<file path="src/rtl/lsu_pkg.sv">
// Shared types for the load/store unit bus adapter: FSM states and RISC-V funct3 encodings.
package lsu_pkg;

    typedef enum logic [1:0] {
        IDLE = 2'd0,
        REQ  = 2'd1,
        WAIT = 2'd2,
        RESP = 2'd3
    } lsu_state_e;

    localparam logic [2:0] F3_LB  = 3'b000;
    localparam logic [2:0] F3_LH  = 3'b001;
    localparam logic [2:0] F3_LW  = 3'b010;
    localparam logic [2:0] F3_LD  = 3'b011;
    localparam logic [2:0] F3_LBU = 3'b100;
    localparam logic [2:0] F3_LHU = 3'b101;
    localparam logic [2:0] F3_LWU = 3'b110;

    localparam logic [2:0] F3_SB  = 3'b000;
    localparam logic [2:0] F3_SH  = 3'b001;
    localparam logic [2:0] F3_SW  = 3'b010;
    localparam logic [2:0] F3_SD  = 3'b011;

endpackage

</file>
<file path="src/rtl/lsu_align.sv">
// Combinational lane alignment: legality/misalign checks, store strobe and shift, load shift and extend.
module lsu_align
    import lsu_pkg::*;
#(
    parameter int unsigned DATA_W = 32
) (
    input  logic                wen,
    input  logic [2:0]          funct3,
    input  logic [2:0]          addr_lo,
    input  logic [DATA_W-1:0]   wdata,
    input  logic [DATA_W-1:0]   rdata,
    output logic                misalign_c,
    output logic                illegal_c,
    output logic [DATA_W/8-1:0] wstrb_c,
    output logic [DATA_W-1:0]   wdata_c,
    output logic [DATA_W-1:0]   rdata_c
);

    localparam int unsigned STRB_W = DATA_W / 8;
    localparam int unsigned OFF_W  = $clog2(STRB_W);
    localparam bit          IS_64  = (DATA_W == 64);

    logic [OFF_W-1:0]  off;
    logic [DATA_W-1:0] rsh;
    logic [7:0]        strb8;

    assign off     = addr_lo[OFF_W-1:0];
    assign wdata_c = wdata << {off, 3'b000};
    assign rsh     = rdata >> {off, 3'b000};
    assign wstrb_c = STRB_W'(strb8) << off;

    // Access size is funct3[1:0] for both loads and stores.
    always_comb begin
        strb8      = 8'h00;
        misalign_c = 1'b0;
        case (funct3[1:0])
            2'b00:   strb8 = 8'h01;
            2'b01:   begin strb8 = 8'h03; misalign_c = addr_lo[0];    end
            2'b10:   begin strb8 = 8'h0F; misalign_c = |addr_lo[1:0]; end
            default: begin strb8 = 8'hFF; misalign_c = |addr_lo;      end
        endcase
    end

    always_comb begin
        illegal_c = 1'b0;
        if (wen) begin
            illegal_c = funct3[2] || ((funct3[1:0] == 2'b11) && !IS_64);
        end else if ((funct3 == F3_LD) || (funct3 == F3_LWU)) begin
            illegal_c = !IS_64;
        end else begin
            illegal_c = (funct3 == 3'b111);
        end
    end

    always_comb begin
        rdata_c = rsh;
        case (funct3)
            F3_LB:   rdata_c = DATA_W'($signed(rsh[7:0]));
            F3_LH:   rdata_c = DATA_W'($signed(rsh[15:0]));
            F3_LW:   rdata_c = DATA_W'($signed(rsh[31:0]));
            F3_LBU:  rdata_c = DATA_W'(rsh[7:0]);
            F3_LHU:  rdata_c = DATA_W'(rsh[15:0]);
            F3_LWU:  rdata_c = DATA_W'(rsh[31:0]);
            default: rdata_c = rsh;
        endcase
    end

endmodule

</file>
<file path="src/rtl/lsu_bus.sv">
// Single-outstanding load/store adapter between a RISC-V LSU request port and a word-aligned memory bus.
module lsu_bus
    import lsu_pkg::*;
#(
    parameter int unsigned DATA_W = 32,
    parameter int unsigned ADDR_W = 32
) (
    input  logic                clk,
    input  logic                rst_n,
    input  logic                req_valid,
    output logic                req_ready,
    input  logic                req_wen,
    input  logic [2:0]          req_funct3,
    input  logic [ADDR_W-1:0]   req_addr,
    input  logic [DATA_W-1:0]   req_wdata,
    output logic                resp_valid,
    input  logic                resp_ready,
    output logic [DATA_W-1:0]   resp_rdata,
    output logic                resp_err,
    output logic                mem_valid,
    input  logic                mem_ready,
    output logic                mem_we,
    output logic [ADDR_W-1:0]   mem_addr,
    output logic [DATA_W-1:0]   mem_wdata,
    output logic [DATA_W/8-1:0] mem_wstrb,
    input  logic                mem_rvalid,
    input  logic [DATA_W-1:0]   mem_rdata,
    input  logic                mem_rerr
);

    localparam int unsigned STRB_W = DATA_W / 8;
    localparam int unsigned OFF_W  = $clog2(STRB_W);

    lsu_state_e        state_q, state_d;
    logic              wen_q, wen_d;
    logic [2:0]        funct3_q, funct3_d;
    logic [2:0]        addr_lo_q, addr_lo_d;
    logic              req_ready_q, req_ready_d;
    logic              mem_valid_q, mem_valid_d;
    logic              mem_we_q, mem_we_d;
    logic [ADDR_W-1:0] mem_addr_q, mem_addr_d;
    logic [DATA_W-1:0] mem_wdata_q, mem_wdata_d;
    logic [STRB_W-1:0] mem_wstrb_q, mem_wstrb_d;
    logic              resp_valid_q, resp_valid_d;
    logic [DATA_W-1:0] resp_rdata_q, resp_rdata_d;
    logic              resp_err_q, resp_err_d;

    logic              idle_c;
    logic              al_wen_c;
    logic [2:0]        al_funct3_c;
    logic [2:0]        al_addr_lo_c;
    logic              misalign_c, illegal_c;
    logic [STRB_W-1:0] al_wstrb_c;
    logic [DATA_W-1:0] al_wdata_c, al_rdata_c;

    // In IDLE the aligner sees the incoming request; afterwards it sees the latched one.
    assign idle_c       = (state_q == IDLE);
    assign al_wen_c     = idle_c ? req_wen         : wen_q;
    assign al_funct3_c  = idle_c ? req_funct3      : funct3_q;
    assign al_addr_lo_c = idle_c ? req_addr[2:0]   : addr_lo_q;

    lsu_align #(.DATA_W(DATA_W)) u_align (
        .wen        (al_wen_c),
        .funct3     (al_funct3_c),
        .addr_lo    (al_addr_lo_c),
        .wdata      (req_wdata),
        .rdata      (mem_rdata),
        .misalign_c (misalign_c),
        .illegal_c  (illegal_c),
        .wstrb_c    (al_wstrb_c),
        .wdata_c    (al_wdata_c),
        .rdata_c    (al_rdata_c)
    );

    always_comb begin
        state_d      = state_q;
        wen_d        = wen_q;
        funct3_d     = funct3_q;
        addr_lo_d    = addr_lo_q;
        mem_we_d     = mem_we_q;
        mem_addr_d   = mem_addr_q;
        mem_wdata_d  = mem_wdata_q;
        mem_wstrb_d  = mem_wstrb_q;
        resp_rdata_d = resp_rdata_q;
        resp_err_d   = resp_err_q;

        case (state_q)
            IDLE: begin
                if (req_valid) begin
                    wen_d     = req_wen;
                    funct3_d  = req_funct3;
                    addr_lo_d = req_addr[2:0];
                    if (misalign_c || illegal_c) begin
                        state_d      = RESP;
                        resp_err_d   = 1'b1;
                        resp_rdata_d = '0;
                    end else begin
                        state_d     = REQ;
                        mem_we_d    = req_wen;
                        mem_addr_d  = {req_addr[ADDR_W-1:OFF_W], OFF_W'(0)};
                        mem_wdata_d = al_wdata_c;
                        mem_wstrb_d = req_wen ? al_wstrb_c : '0;
                    end
                end
            end
            REQ: begin
                if (mem_ready) state_d = WAIT;
            end
            WAIT: begin
                if (mem_rvalid) begin
                    state_d      = RESP;
                    resp_err_d   = mem_rerr;
                    resp_rdata_d = wen_q ? '0 : al_rdata_c;
                end
            end
            RESP: begin
                if (resp_ready) state_d = IDLE;
            end
            default: state_d = IDLE;
        endcase

        req_ready_d  = (state_d == IDLE);
        mem_valid_d  = (state_d == REQ);
        resp_valid_d = (state_d == RESP);
    end

    always_ff @(posedge clk or negedge rst_n) begin
        if (!rst_n) begin
            state_q      <= IDLE;
            wen_q        <= 1'b0;
            funct3_q     <= 3'b000;
            addr_lo_q    <= 3'b000;
            req_ready_q  <= 1'b1;
            mem_valid_q  <= 1'b0;
            mem_we_q     <= 1'b0;
            mem_addr_q   <= '0;
            mem_wdata_q  <= '0;
            mem_wstrb_q  <= '0;
            resp_valid_q <= 1'b0;
            resp_rdata_q <= '0;
            resp_err_q   <= 1'b0;
        end else begin
            state_q      <= state_d;
            wen_q        <= wen_d;
            funct3_q     <= funct3_d;
            addr_lo_q    <= addr_lo_d;
            req_ready_q  <= req_ready_d;
            mem_valid_q  <= mem_valid_d;
            mem_we_q     <= mem_we_d;
            mem_addr_q   <= mem_addr_d;
            mem_wdata_q  <= mem_wdata_d;
            mem_wstrb_q  <= mem_wstrb_d;
            resp_valid_q <= resp_valid_d;
            resp_rdata_q <= resp_rdata_d;
            resp_err_q   <= resp_err_d;
        end
    end

    assign req_ready  = req_ready_q;
    assign mem_valid  = mem_valid_q;
    assign mem_we     = mem_we_q;
    assign mem_addr   = mem_addr_q;
    assign mem_wdata  = mem_wdata_q;
    assign mem_wstrb  = mem_wstrb_q;
    assign resp_valid = resp_valid_q;
    assign resp_rdata = resp_rdata_q;
    assign resp_err   = resp_err_q;

endmodule

</file>
<file path="config.mk">
export PLATFORM = sky130hd
export DESIGN_NAME = lsu_bus
export DESIGN_NICKNAME = d
export VERILOG_FILES = /design/src/rtl/lsu_pkg.sv /design/src/rtl/lsu_align.sv /design/src/rtl/lsu_bus.sv
export SDC_FILE = /design/constraint.sdc
export NUM_CORES = 1
export LEC_CHECK = 0
export CORE_ASPECT_RATIO = 0.7
export CORE_MARGIN = 2
export CORE_UTILIZATION = 35
export DETAILED_ROUTE_END_ITERATION = 8
export PLACE_DENSITY = 0.66
export SYNTH_ARGS = -nofsm -noshare
export SYNTH_HDL_FRONTEND = slang
export SYNTH_SLANG_ARGS = --single-unit
</file>
<file path="constraint.sdc">
create_clock -name clk -period 5.45 [get_ports clk]
set_clock_uncertainty 0.1 [all_clocks]
set_input_delay 1.09 -clock clk [delete_from_list [all_inputs] [get_ports clk]]
set_output_delay 1.09 -clock clk [all_outputs]
set_load 0.1 [all_outputs]
</file>
==> report_table.html, run 1 <==
<table>
<tr><th>Metric</th><th>Value</th></tr>
<tr><th colspan="2">Outcome</th></tr>
<tr><td>Status</td><td>finished clean</td></tr>
<tr><th colspan="2">Logic synthesis</th></tr>
<tr><td>Leading cell types by total area after synthesis</td><td>dfrtp_1 (50%), nand2_1 (11%), mux2_4 (8.1%)</td></tr>
<tr><td>Syn Area/Cell</td><td>9.70 sq um</td></tr>
<tr><td>Top cells by count, synth</td><td>nand2_1 (163), dfrtp_1 (110), a21oi_1 (41)</td></tr>
<tr><td>Flop and latch count out of synthesis</td><td>111</td></tr>
<tr><td>Fraction of synthesis flops using an asynchronous set or reset pin</td><td>100%</td></tr>
<tr><td>Syn. warnings</td><td>0</td></tr>
<tr><td>Post-Synthesis Cell Area</td><td>5530 sq um</td></tr>
<tr><td>Portion of the post-synthesis area used by sequential elements</td><td>50.3%</td></tr>
<tr><td>Most frequent cell after synthesis</td><td>nand2_1</td></tr>
<tr><td>Dominant cell type by area after synthesis</td><td>dfrtp_1</td></tr>
<tr><td>Number of instances in the synthesized netlist</td><td>570</td></tr>
<tr><td>Flip-flop cell with the highest count after synthesis</td><td>dfrtp_1</td></tr>
<tr><td>Number of distinct library cell variants in the gate-level netlist after synthesis</td><td>50</td></tr>
<tr><td>Fraction of synthesized cell area taken by the top area cell type</td><td>49.8%</td></tr>
<tr><td>Number of synthesized flops with an enable pin</td><td>0</td></tr>
<tr><th colspan="2">Clocking</th></tr>
<tr><td>Gates resized, CTS repair</td><td>0</td></tr>
<tr><td>Clk root buf</td><td>clkbuf_16</td></tr>
<tr><td>Clock sinks</td><td>111</td></tr>
<tr><td>H-Tree Depth</td><td>3</td></tr>
<tr><td>CTS tree</td><td>done</td></tr>
<tr><td>CTS Buf Count</td><td>9</td></tr>
<tr><td>Clock transition time at the flip-flop clock pins of the worst setup and hold paths</td><td>70 ps</td></tr>
<tr><td>Max Root-Sink Buffers</td><td>2</td></tr>
<tr><td>Worst-skew pair later-pin latency</td><td>340 ps</td></tr>
<tr><td>Setup Fix Bufs, Post-CTS</td><td>0</td></tr>
<tr><td>Hold buffers post-CTS</td><td>0</td></tr>
<tr><th colspan="2">Setup path</th></tr>
<tr><td>Endpoint kind of the worst setup timing path</td><td>flip-flop</td></tr>
<tr><td>Worst-path fanout max</td><td>33</td></tr>
<tr><td>Register-to-register setup slack</td><td>1580 ps</td></tr>
<tr><td>Worst setup SP type</td><td>flip-flop</td></tr>
<tr><td>Required @ worst endpoint</td><td>5540 ps</td></tr>
<tr><td>Startpoint of the worst setup timing path</td><td>state_q[0]</td></tr>
<tr><td>WP data arrival</td><td>3960 ps</td></tr>
<tr><td>Class of the most critical setup path</td><td>reg -&gt; reg</td></tr>
<tr><td>R2R Path End</td><td>resp_rdata[25]</td></tr>
<tr><td>Worst Reg2Reg Path Length in Cells</td><td>6</td></tr>
<tr><td>Worst reg2reg path startpoint</td><td>state_q[0]</td></tr>
<tr><th colspan="2">Hold path</th></tr>
<tr><td>End point of the worst hold path</td><td>mem_wdata[9]</td></tr>
<tr><td>Number of instances on the worst hold path</td><td>2</td></tr>
<tr><td>Hold Crit Class</td><td>reg -&gt; reg</td></tr>
<tr><td>Startpoint of the lowest-slack hold path</td><td>mem_wdata[9]</td></tr>
<tr><th colspan="2">GRT</th></tr>
<tr><td>Wire length of the first global-routing pass</td><td>26,900 um</td></tr>
<tr><td>Total global routing overflow</td><td>0</td></tr>
<tr><td>Total routing resource utilization after global routing</td><td>20.1%</td></tr>
<tr><td>Largest net degree at the start of global routing</td><td>67</td></tr>
<tr><td>Via count of the first global-routing pass</td><td>4,896</td></tr>
<tr><td>Initial antenna violation count</td><td>0</td></tr>
<tr><th colspan="2">Place</th></tr>
<tr><td>Pre-CTS setup slack</td><td>1350 ps</td></tr>
<tr><td>Placed wire-length estimate</td><td>12,100 um</td></tr>
<tr><td>Global placer's final weighted congestion</td><td>0.880</td></tr>
<tr><td>Port buffer count</td><td>209</td></tr>
<tr><td>Area post-placement</td><td>7760 sq um</td></tr>
<tr><th colspan="2">Floorplan</th></tr>
<tr><td>Die X</td><td>154 um</td></tr>
<tr><td>Die height</td><td>109 um</td></tr>
<tr><td># IOs</td><td>212</td></tr>
<tr><td>Core area</td><td>15,500 sq um</td></tr>
<tr><td>Rows</td><td>38</td></tr>
<tr><td>Effective utilization at floorplan</td><td>35.8%</td></tr>
<tr><td>Area of the die</td><td>16,800 sq um</td></tr>
<tr><th colspan="2">Route</th></tr>
<tr><td>Detailed-route wire length per cell</td><td>17.6 um</td></tr>
<tr><td>First-pass iteration count of the detailed router</td><td>5</td></tr>
<tr><td>Via count</td><td>4,953</td></tr>
<tr><td>Total Wirelength</td><td>16,900 um</td></tr>
<tr><td>Count of antenna-violating nets left after detailed routing</td><td>0</td></tr>
<tr><td>Initial detailed-routing violation count</td><td>347</td></tr>
<tr><td>Routed via count divided by cell count</td><td>5.15</td></tr>
<tr><td>Count of unresolved DRC violations after routing</td><td>0</td></tr>
<tr><th colspan="2">Final layout</th></tr>
<tr><td>Post-route cell area</td><td>8040 sq um</td></tr>
<tr><td>Area added between synthesis and finish</td><td>45.4%</td></tr>
<tr><td>Final core utilization</td><td>52.0%</td></tr>
<tr><td>Total inserted antenna cells</td><td>0</td></tr>
<tr><td>Fillers</td><td>1,343</td></tr>
<tr><td>Fraction of layout cells with a size suffix above 1</td><td>8.79%</td></tr>
<tr><td>Count of nets after finishing</td><td>865</td></tr>
<tr><th colspan="2">STA</th></tr>
<tr><td>Final WS setup</td><td>1580 ps</td></tr>
<tr><td>Unrepaired setup endpoints after global routing</td><td>no</td></tr>
<tr><td>Final worst path period share</td><td>71.0%</td></tr>
<tr><td>Relative max-transition margin</td><td>24.3%</td></tr>
<tr><td>Finish-stage setup viols</td><td>0</td></tr>
<tr><td>Total count of max-transition violations in the final report</td><td>0</td></tr>
<tr><td>Actual transition at the worst max-transition pin</td><td>1130 ps</td></tr>
<tr><td>Setup tns final</td><td>0 ps</td></tr>
<tr><td>Total count of hold-check failures in the final report</td><td>0</td></tr>
<tr><td>Period minus WS final</td><td>3870 ps</td></tr>
<tr><td>Max frequency</td><td>258 MHz</td></tr>
<tr><th colspan="2">Run</th></tr>
<tr><td>Max-capacitance violation count</td><td>0</td></tr>
</table>
==> cells by family (layout without fill, tap and decap cells) <==
| family | after synthesis | count (layout) | share of synthesized area [%] |
|---|---|---|---|
| buffers and inverters | 45 | 236 | 4.14 |
| other | 1 | 2 | 0.0678 |
| multiplexers | 51 | 51 | 12.3 |
| flip-flops | 111 | 111 | 50.3 |
| AO/OA/AOI/OAI | 137 | 137 | 16.1 |
| AND/OR/NAND/NOR | 225 | 225 | 17.2 |
==> worst max-delay path, stage by stage, from the launching register on <==
cell and delay [ps]:
dfrtp_1 550, nor2_1 930, mux2_2 890, mux2i_1 330
o211ai_1 140, o21ai_2 590, o21ai_1 170
==> through the flow <==
stage | hold slack, ps | cells
6_report | 382 | 962
5_1_grt | 398 | 962
4_1_cts | 387 | 962
3_5_place_dp | 370 | 947
3_3_place_gp | 361 | 947
2_1_floorplan | 365 | 571
==> worst max-delay path by stage <==
stage / to / slack (ps)
6_report: resp_rdata[25] / 1580
5_1_grt: resp_rdata[25] / 1310
4_1_cts: resp_rdata[25] / 1530
3_5_place_dp: mem_addr[10] / 1350
3_3_place_gp: mem_addr[9] / 1450
2_1_floorplan: mem_addr[30] / 2610
==> registers in the layout (all words and copies together) (netlist names) <==
signal	cells
mem_we	1
resp_rdata	32
addr_lo_q	2
mem_valid	1
req_ready	1
mem_addr	30
resp_err	1
funct3_q	3
state_q	2
mem_wdata	32
wen_q	1
mem_wstrb	4
resp_valid	1
==> cells in the final DEF (no fill, tap or decap), types with 2 or more instances in the layout <==
cell type	n
and2_1	3
or2_1	2
nand2_1	163
dfrtp_1	110
buf_4	8
conb_1	2
clkbuf_16	9
o21ai_0	2
nor3_1	3
inv_1	4
a21o_1	9
mux2i_1	18
or4b_1	2
inv_6	3
nor3b_1	2
clkdlybuf4s50_1	208
o21ai_1	37
and3_1	16
o31ai_1	17
nor2_1	24
o31ai_4	2
nand3_1	2
o211ai_1	10
a211oi_1	8
mux2_4	30
o21ai_4	2
a21oi_1	41
==> layout make-up <==
class                   count  area (sq um)  share of cell area [%]
flip-flops and latches    111          2780                    34.6
repair buffers            217          2160                    26.9
clock inverters             6          53.8                   0.669
clock buffers               9           225                    2.80
multi-input cells         415          2550                    31.8
well taps                 200           250                    3.11
inverters                   4          15.0                   0.187
==> metal layers <==
layer  vias up  track usage [%]  wire length [um]
li1       2338                -                 -
met1      2379             29.1              7900
met2       221             31.4              7520
met3        15             4.77              1370
met4         0             3.54               145
met5         -                0                 0
Power of run 1 is not shown: default switching activity piles up to over one toggle a cycle in this logic, so the estimate is an artifact.
==> run 2, diff against run 1 <==
--- a/config.mk
+++ b/config.mk
@@ -9,7 +9,7 @@
 export CORE_MARGIN = 2
 export CORE_UTILIZATION = 35
 export DETAILED_ROUTE_END_ITERATION = 8
-export PLACE_DENSITY = 0.66
+export PLACE_DENSITY = 0.69
 export SYNTH_ARGS = -nofsm -noshare
 export SYNTH_HDL_FRONTEND = slang
 export SYNTH_SLANG_ARGS = --single-unit
==> constraint.sdc (replaced) <==
create_clock -name clk -period 3.45 [get_ports clk]
set_clock_uncertainty 0.1 [all_clocks]
set_input_delay 0.69 -clock clk [delete_from_list [all_inputs] [get_ports clk]]
set_output_delay 0.69 -clock clk [all_outputs]
set_load 0.1 [all_outputs]
==> run 2 against run 1 <==
  * Flip-flop and latch count unchanged
  * Via count grew 2.3%
  * Worst setup slack got worse by 890 ps
  * Worst hold slack got worse by 130 ps
==> report_table.html, run 2 (synthesized netlist as in run 1, its figures left out) <==
<table>
<tr><th>Metric</th><th>Value</th></tr>
<tr><th colspan="2">Clocking</th></tr>
<tr><td>Clk root buf</td><td>clkbuf_16</td></tr>
<tr><td>Hold buffers post-CTS</td><td>0 (unchanged)</td></tr>
<tr><td>CTS Buf Count</td><td>9 (unchanged)</td></tr>
<tr><td>Clock sinks</td><td>111 (unchanged)</td></tr>
<tr><td>Max Root-Sink Buffers</td><td>2 (unchanged)</td></tr>
<tr><td>Setup Fix Bufs, Post-CTS</td><td>0 (unchanged)</td></tr>
<tr><td>CTS tree</td><td>done</td></tr>
<tr><td>H-Tree Depth</td><td>3 (unchanged)</td></tr>
<tr><td>Worst-skew pair later-pin latency</td><td>330 ps (about the same)</td></tr>
<tr><td>Gates resized, CTS repair</td><td>0 (unchanged)</td></tr>
<tr><td>Clock transition time at the flip-flop clock pins of the worst setup and hold paths</td><td>70 ps (about the same)</td></tr>
<tr><th colspan="2">Setup path</th></tr>
<tr><td>Library cell contributing the largest single delay on the critical path</td><td>or4_1</td></tr>
<tr><td>Class of the most critical setup path</td><td>in -&gt; reg</td></tr>
<tr><td>Buffers &amp; Inverters on Critical Path</td><td>2 (+2)</td></tr>
<tr><td>Worst setup SP type</td><td>input port</td></tr>
<tr><td>Worst reg2reg path startpoint</td><td>state_q[0]</td></tr>
<tr><td>WP data arrival</td><td>2880 ps (-1080 ps)</td></tr>
<tr><td>Endpoint kind of the worst setup timing path</td><td>flip-flop</td></tr>
<tr><td>Worst Reg2Reg Path Length in Cells</td><td>7 (+1)</td></tr>
<tr><td>Top Family by Delay on Critical Path</td><td>buffers and inverters</td></tr>
<tr><td>Slowest cell delay on critical path</td><td>630 ps (-300 ps)</td></tr>
<tr><td>Worst-path fanout max</td><td>16 (-52%)</td></tr>
<tr><td>R2R Path End</td><td>mem_addr[14]</td></tr>
<tr><td>Register-to-register setup slack</td><td>700 ps (-880 ps)</td></tr>
<tr><td>Cell Chain, Critical Path</td><td>clkdlybuf4s50_1 &gt; or4_1 &gt; o31ai_4 &gt; o211a_4 &gt; o21ai_4 &gt; buf_4 &gt; mux2_4</td></tr>
<tr><td>Required @ worst endpoint</td><td>3570 ps (-1970 ps)</td></tr>
<tr><th colspan="2">Final layout</th></tr>
<tr><td>Count of nets after finishing</td><td>875 (+1.2%)</td></tr>
<tr><td>Leading cell types in the layout, fill and taps excluded</td><td>nand2_1 (163), buf_4 (118), dfrtp_1 (110)</td></tr>
<tr><td>Fraction of layout cells with a size suffix above 1</td><td>23.0% (+14 points)</td></tr>
<tr><td>Total inserted antenna cells</td><td>0 (unchanged)</td></tr>
<tr><td>Area added between synthesis and finish</td><td>43.0%</td></tr>
<tr><td>Most frequent standard cell in the layout excluding fill and tap cells</td><td>nand2_1</td></tr>
<tr><th colspan="2">Run</th></tr>
<tr><td>Max-capacitance violation count</td><td>0 (unchanged)</td></tr>
<tr><th colspan="2">STA</th></tr>
<tr><td>Max frequency</td><td>362 MHz</td></tr>
<tr><td>Setup tns final</td><td>0 ps (unchanged)</td></tr>
<tr><td>Final worst path period share</td><td>80.0%</td></tr>
<tr><td>Total count of hold-check failures in the final report</td><td>0 (unchanged)</td></tr>
<tr><td>Period minus WS final</td><td>2760 ps</td></tr>
<tr><td>Finish-stage setup viols</td><td>0 (unchanged)</td></tr>
<tr><td>Unrepaired setup endpoints after global routing</td><td>no</td></tr>
<tr><td>Actual transition at the worst max-transition pin</td><td>912 ps (-220 ps)</td></tr>
<tr><td>Total count of max-transition violations in the final report</td><td>0 (unchanged)</td></tr>
<tr><td>Relative max-transition margin</td><td>39.2% (+15 points)</td></tr>
<tr><th colspan="2">GRT</th></tr>
<tr><td>Total routing resource utilization after global routing</td><td>20.3% (+0.20 points)</td></tr>
<tr><td>Via count of the first global-routing pass</td><td>4,901 (+0.10%)</td></tr>
<tr><td>Largest net degree at the start of global routing</td><td>66 (-1.5%)</td></tr>
<tr><td>Total global routing overflow</td><td>0 (unchanged)</td></tr>
<tr><td>Wire length of the first global-routing pass</td><td>26,800 um (about the same)</td></tr>
<tr><td>Initial antenna violation count</td><td>0 (unchanged)</td></tr>
<tr><th colspan="2">Route</th></tr>
<tr><td>Detailed-route wire length per cell</td><td>17.6 um (-0.36%)</td></tr>
<tr><td>Routed via count divided by cell count</td><td>5.21 (+1.1%)</td></tr>
<tr><td>First-pass iteration count of the detailed router</td><td>5 (unchanged)</td></tr>
<tr><td>Total Wirelength</td><td>17,100 um (+0.78%)</td></tr>
<tr><td>Via count</td><td>5,066 (+2.3%)</td></tr>
<tr><td>Count of unresolved DRC violations after routing</td><td>0 (unchanged)</td></tr>
<tr><td>Initial detailed-routing violation count</td><td>468 (+35%)</td></tr>
<tr><td>Count of antenna-violating nets left after detailed routing</td><td>0 (unchanged)</td></tr>
<tr><th colspan="2">Place</th></tr>
<tr><td>Global placer's final weighted congestion</td><td>0.898 (+2.0%)</td></tr>
<tr><td>Placed wire-length estimate</td><td>12,600 um (+3.8%)</td></tr>
<tr><td>Port buffer count</td><td>209 (unchanged)</td></tr>
<tr><th colspan="2">Floorplan</th></tr>
<tr><td>Rows</td><td>38 (unchanged)</td></tr>
<tr><td>Die X</td><td>154 um (unchanged)</td></tr>
<tr><td># IOs</td><td>212 (unchanged)</td></tr>
<tr><td>Core area</td><td>15,500 sq um (unchanged)</td></tr>
<tr><td>Die height</td><td>109 um (unchanged)</td></tr>
<tr><td>Effective utilization at floorplan</td><td>35.8% (unchanged)</td></tr>
<tr><td>Area of the die</td><td>16,800 sq um (unchanged)</td></tr>
<tr><th colspan="2">Outcome</th></tr>
<tr><td>Status</td><td>finished clean</td></tr>
<tr><th colspan="2">Hold path</th></tr>
<tr><td>Hold Crit Class</td><td>in -&gt; async</td></tr>
</table>
run 2: changes by cell type in the layout (fill, tap and decap cells not counted), sizes merged:
cell,before,now
buf,9,122
bufinv,0,1
clkinv,1,0
clkdlybuf4s50,208,105
clkbuf,9,12
inv,8,5
clkinvlp,1,2
run 2: cell type report:
cell class	instances	area [sq um]
Inverter	4	15.0
Sequential cell	111	2780
Tap cell	200	250
Clock buffer	12	236
Fill cell	1398	7550
Timing Repair Buffer	227	2020
Clock inverter	4	53.8
Multi-Input combinational cell	415	2550
run 2: per-layer routing:
| metal | routed length [um] | up-vias | GRT usage (%) |
|---|---|---|---|
| met5 | 0 | - | 0 |
| met4 | 131 | 0 | 4.07 |
| met3 | 1360 | 10 | 5.09 |
| met2 | 7700 | 221 | 31.8 |
| met1 | 7890 | 2465 | 28.9 |
| li1 | - | 2370 | - |
run 2: worst max-delay path by stage:
stage / from / end / cells past startpoint
after floorplan: req_addr[1] / mem_addr[30] / 6
after global placement: req_addr[1] / mem_addr[4] / 7
after detailed placement: req_addr[1] / mem_addr[14] / 7
after CTS: state_q[0] / mem_addr[14] / 7
after global routing: state_q[0] / mem_wdata[23] / 7
final: req_addr[1] / mem_addr[14] / 7
run 2: metrics by stage:
step	instances	util (%)	area, sq um	hold WS, ps	setup slack (ps)
after floorplan	571	-	5530	294	1010
after global placement	957	49.3	7610	365	424
after detailed placement	957	49.3	7610	368	343
after CTS	973	51.1	7900	275	706
after global routing	973	51.1	7900	285	545
final	973	51.1	7900	255	689
Power of run 2 is left out for the same reason.
